==> src/rtl/pipelined_n_bit_adder.sv <==
// Pipelined N-bit add/subtract. The carry chain is cut into SEG-bit segments with one register
// stage per segment, and a single advance enable lets the pipeline run at one operation per clock.
module pipelined_n_bit_adder #(
  parameter int N   = 16,
  parameter int SEG = 4
) (
  input  logic         clk,
  input  logic         rst,
  input  logic         in_valid,
  output logic         in_ready,
  input  logic [N-1:0] a,
  input  logic [N-1:0] b,
  input  logic         Cin,
  input  logic         sub,
  output logic         out_valid,
  input  logic         out_ready,
  output logic [N-1:0] y,
  output logic         Cout,
  output logic         ovf
);

  localparam int STAGES = N / SEG;

  logic [N-1:0] r_a [STAGES];
  logic [N-1:0] r_b [STAGES];
  logic [N-1:0] r_y [STAGES];
  logic         r_c [STAGES];
  logic         r_v [STAGES];
  logic         r_ovf;

  logic w_adv;
  logic w_accept;
  logic w_unused_ops;

  assign w_adv    = ~r_v[STAGES-1] | out_ready;
  assign in_ready = w_adv & ~rst;
  assign w_accept = in_valid & in_ready;

  for (genvar s = 0; s < STAGES; s++) begin : g_stage
    logic [N-1:0] w_a_in;
    logic [N-1:0] w_b_in;
    logic [N-1:0] w_y_in;
    logic [N-1:0] w_y_nxt;
    logic         w_c_in;
    logic         w_v_in;
    logic [SEG:0] w_sum;

    // Stage 0 takes the effective operands: B and the carry are inverted for subtract.
    if (s == 0) begin : g_head
      assign w_a_in = a;
      assign w_b_in = sub ? ~b : b;
      assign w_c_in = sub ? ~Cin : Cin;
      assign w_y_in = {N{1'b0}};
      assign w_v_in = w_accept;
    end else begin : g_body
      assign w_a_in = r_a[s-1];
      assign w_b_in = r_b[s-1];
      assign w_c_in = r_c[s-1];
      assign w_y_in = r_y[s-1];
      assign w_v_in = r_v[s-1];
    end

    assign w_sum = {1'b0, w_a_in[s*SEG +: SEG]} + {1'b0, w_b_in[s*SEG +: SEG]}
                 + {{SEG{1'b0}}, w_c_in};

    always_comb begin
      w_y_nxt                = w_y_in;
      w_y_nxt[s*SEG +: SEG]  = w_sum[SEG-1:0];
    end

    always_ff @(posedge clk) begin
      if (rst) begin
        r_v[s] <= 1'b0;
        r_c[s] <= 1'b0;
        r_a[s] <= {N{1'b0}};
        r_b[s] <= {N{1'b0}};
        r_y[s] <= {N{1'b0}};
      end else if (w_adv) begin
        r_v[s] <= w_v_in;
        r_c[s] <= w_sum[SEG];
        r_a[s] <= w_a_in;
        r_b[s] <= w_b_in;
        r_y[s] <= w_y_nxt;
      end
    end

    // Carry into the MSB is recovered from the MSB sum bit; overflow is it XOR the carry out.
    if (s == STAGES - 1) begin : g_tail
      always_ff @(posedge clk) begin
        if (rst) begin
          r_ovf <= 1'b0;
        end else if (w_adv) begin
          r_ovf <= w_a_in[N-1] ^ w_b_in[N-1] ^ w_sum[SEG-1] ^ w_sum[SEG];
        end
      end
    end
  end

  assign w_unused_ops = ^{r_a[STAGES-1], r_b[STAGES-1]};

  assign out_valid = r_v[STAGES-1];
  assign y         = r_y[STAGES-1];
  assign Cout      = r_c[STAGES-1];
  assign ovf       = r_ovf;

endmodule

==> config.mk <==
export PLATFORM = sky130hd
export DESIGN_NAME = pipelined_n_bit_adder
export DESIGN_NICKNAME = d
export VERILOG_FILES = /design/src/rtl/pipelined_n_bit_adder.sv
export SDC_FILE = /design/constraint.sdc
export NUM_CORES = 1
export LEC_CHECK = 0
export ABC_AREA = 1
export CAP_MARGIN = 10
export CORE_MARGIN = 3
export CORE_UTILIZATION = 35
export DETAILED_ROUTE_END_ITERATION = 6
export SYNTH_ARGS = -nofsm -noshare
export SYNTH_HDL_FRONTEND = slang
export SYNTH_SLANG_ARGS = --single-unit
==> constraint.sdc <==
create_clock -name clk -period 4.45 [get_ports clk]
set_input_delay 0.89 -clock clk [delete_from_list [all_inputs] [get_ports clk]]
set_output_delay 0.89 -clock clk [all_outputs]
set_load 0.03 [all_outputs]
==> impl_metrics.env <==
export IMPL_synth_distinct_cells=21
export IMPL_gp_congestion=0.7653
export IMPL_cp_slowest_cell="clkdlybuf4s50_1"
export IMPL_hp_class="reg -> reg"
export IMPL_clockBufferDepth=2
export IMPL_crit_path_frequent_cell="clkdlybuf4s50_1"
export IMPL_cp_top_family="buffers and inverters"
export IMPL_final_max_slew_viol_count=0
export IMPL_startpoint_type="input port"
export IMPL_drv_cap=0
export IMPL_grt_usage=0.09778
export IMPL_crit_fanout=9
export IMPL_antenna_found_initial=0
export IMPL_drive_above_1_share=0.05507
export IMPL_dr_pass1_iters=4
export IMPL_tightest_slew_ns=0.8700
export IMPL_placed_cells=606
export IMPL_cp_arrival_ns=2.43
export IMPL_r2r_cells=4
export IMPL_core_area_um2=12160
export IMPL_instances_no_fill=622
export IMPL_worstPathRequired_ns=3.56
export IMPL_drt_total_wl_mm=6.147
export IMPL_ys_flop_type="edfxtp_1"
export IMPL_post_synth_cell_area_avg_um2=11.37
export IMPL_dp_slack_ns=1.116
export IMPL_io_pins=58
export IMPL_htree_levels=3
export IMPL_hpwl_mm=4.148
export IMPL_cp_depth=6
export IMPL_crit_path_end_kind="output pin"
export IMPL_path_buf_inv=4
export IMPL_ir_worst_vdd_uv=184.2
export IMPL_finalCritPeriodShare=0.7466
export IMPL_grt_pass1_wl_mm=11.07
export IMPL_first_global_vias=2573
export IMPL_max_stage_delay_ns=0.71
export IMPL_async_flop_share=0
export IMPL_rsz0062_at_grt="no"
export IMPL_die_y_um=118.4
export IMPL_setup_tns_ns=0
export IMPL_finalSetupViolCount=0
export IMPL_cts_sinks=97
export IMPL_cts_hold_buf=0
export IMPL_power_total_mw=2.122
export IMPL_power_density_nw_per_um2=387.2
export IMPL_ant_nets=0
export IMPL_maxSlewHeadroom=0.4200
export IMPL_cts_root_buffer="clkbuf_16"
export IMPL_synth_edff_count=96
export IMPL_vias=2529
export IMPL_diodes=0
export IMPL_viasPerCell=4.066
export IMPL_die_w_um=118.4
export IMPL_drc=0
export IMPL_rows=40
export IMPL_initial_utilization=0.3638
export IMPL_ys_ff_latch=97
export IMPL_drtIter0Drc=129
export IMPL_fmax_ghz=0.3010
export IMPL_fin_ws_ns=1.128
export IMPL_leakage_nw=2.303
export IMPL_post_route_min_period_ns=3.322
export IMPL_cts_resized=0
export IMPL_cts_inserted_buffers=9
export IMPL_clk_latency_ns=0.34
export IMPL_outcome="finished, final reports clean"
export IMPL_timing_hold_ws_ns=0.4806
export IMPL_fin_skew_ns=0.004107
export IMPL_clk_pin_slew_ns=0.06
export IMPL_syn_num_nets=447
export IMPL_cts_tree="yes"
export IMPL_path_cells="clkdlybuf4s50_1, inv_1, nand2_1, inv_2, nor2_8, clkdlybuf4s50_1"
export IMPL_grt_overflow_total=0
export IMPL_syn_cell_area_um2=4424
export IMPL_hold_viol_final=0
export IMPL_critPathKind="in -> out"
export IMPL_die_area_um2=14030
export IMPL_nets=507
export IMPL_synth_seq_area_share=0.6561
export IMPL_grt_max_degree=91
export IMPL_synthCells=389
export IMPL_hold_depth=2
export IMPL_avgRoutedWirePerCell_um=9.883
export IMPL_yosys_warnings=0
export IMPL_port_buffers=57
export IMPL_area_delta_synth_final_pct=23.84
export IMPL_post_cts_setup_buffer_count=0
[worst register-to-register path: stages, from the launching register on]
cell      delay (ns)
edfxtp_1        0.39
nand2_1         0.10
inv_2           0.08
nand2_4         0.60
buf_4           0.40
[cell type report]
| cell class | instances | area, µm² |
|---|---|---|
| clock buffer | 9 | 225.2 |
| clock inverter | 7 | 85.08 |
| fill | 1124 | 6683 |
| inverter | 95 | 359.1 |
| multi-input combinational | 186 | 1104 |
| sequential | 97 | 2903 |
| tap | 168 | 210.2 |
| timing repair buffer | 60 | 593.1 |
[synthesized netlist by cell type, types with 3 or more instances]
master | instances | area, µm²
a21oi_1 | 13 | 65.06
ha_1 | 12 | 150.1
fa_1 | 8 | 160.2
o21ai_0 | 3 | 15.01
inv_1 | 93 | 349.1
nand3_1 | 9 | 45.04
nor2_1 | 96 | 360.4
buf_2 | 8 | 40.04
nand2_1 | 21 | 78.83
edfxtp_1 | 96 | 2883
xor2_1 | 3 | 26.28
xnor2_1 | 14 | 122.6
[final timing paths]
path              startpoint       end  slack (ns)
setup / recovery   out_ready  in_ready        1.13
hold / removal           ovf       ovf        0.48
setup reg to reg   r_v[1][1]    r_c[0]        2.58
hold reg to reg          ovf       ovf        0.48
[registers in the layout, indices dropped and copies added (netlist names)]
signal	flops
r_y	40
r_a	24
r_b	24
r_c	4
r_v	4
ovf	1
[placed cells by master, fill, tap and decap left out, drive strengths merged, types with 4 or more instances in the layout]
cell           count
nor2              97
edfxtp            96
inv               95
clkdlybuf4s50     57
nand2             21
xnor2             14
a21oi             13
ha                12
nand3              9
clkbuf             9
fa                 8
clkinv             4
[where the power goes]
part / total [mW] / switching (mW) / internal [mW]
combinational: 0.232 / 0.126 / 0.106
clock: 0.789 / 0.303 / 0.486
sequential: 1.10 / 0.0186 / 1.08
[stage by stage]
| step | utilization | cell area, µm² |
|---|---|---|
| 5_1_grt | 0.4505 | 5479 |
| 2_1_floorplan | - | 4424 |
| 3_5_place_dp | 0.4250 | 5169 |
| 6_report | 0.4505 | 5479 |
| 4_1_cts | 0.4505 | 5479 |
| 3_3_place_gp | 0.4250 | 5169 |
[metal layers]
| metal | GRT usage | wire length, µm | up-vias |
|---|---|---|---|
| met4 | 0.06517 | 199 | 0 |
| li1 | - | - | 1332 |
| met5 | 0 | 0 | - |
| met1 | 0.1108 | 2809 | 1130 |
| met2 | 0.1654 | 2854 | 52 |
| met3 | 0.02153 | 283 | 15 |
[cells by family after synthesis]
kind of cell,count (synthesis),synth area share
xor+xnor,17,0.03366
flops,97,0.6561
simple gates,133,0.1258
fa+ha+maj,20,0.07013
buf+inv,106,0.09615
compound gates,16,0.01810
Power figures use the tool's default switching activity.
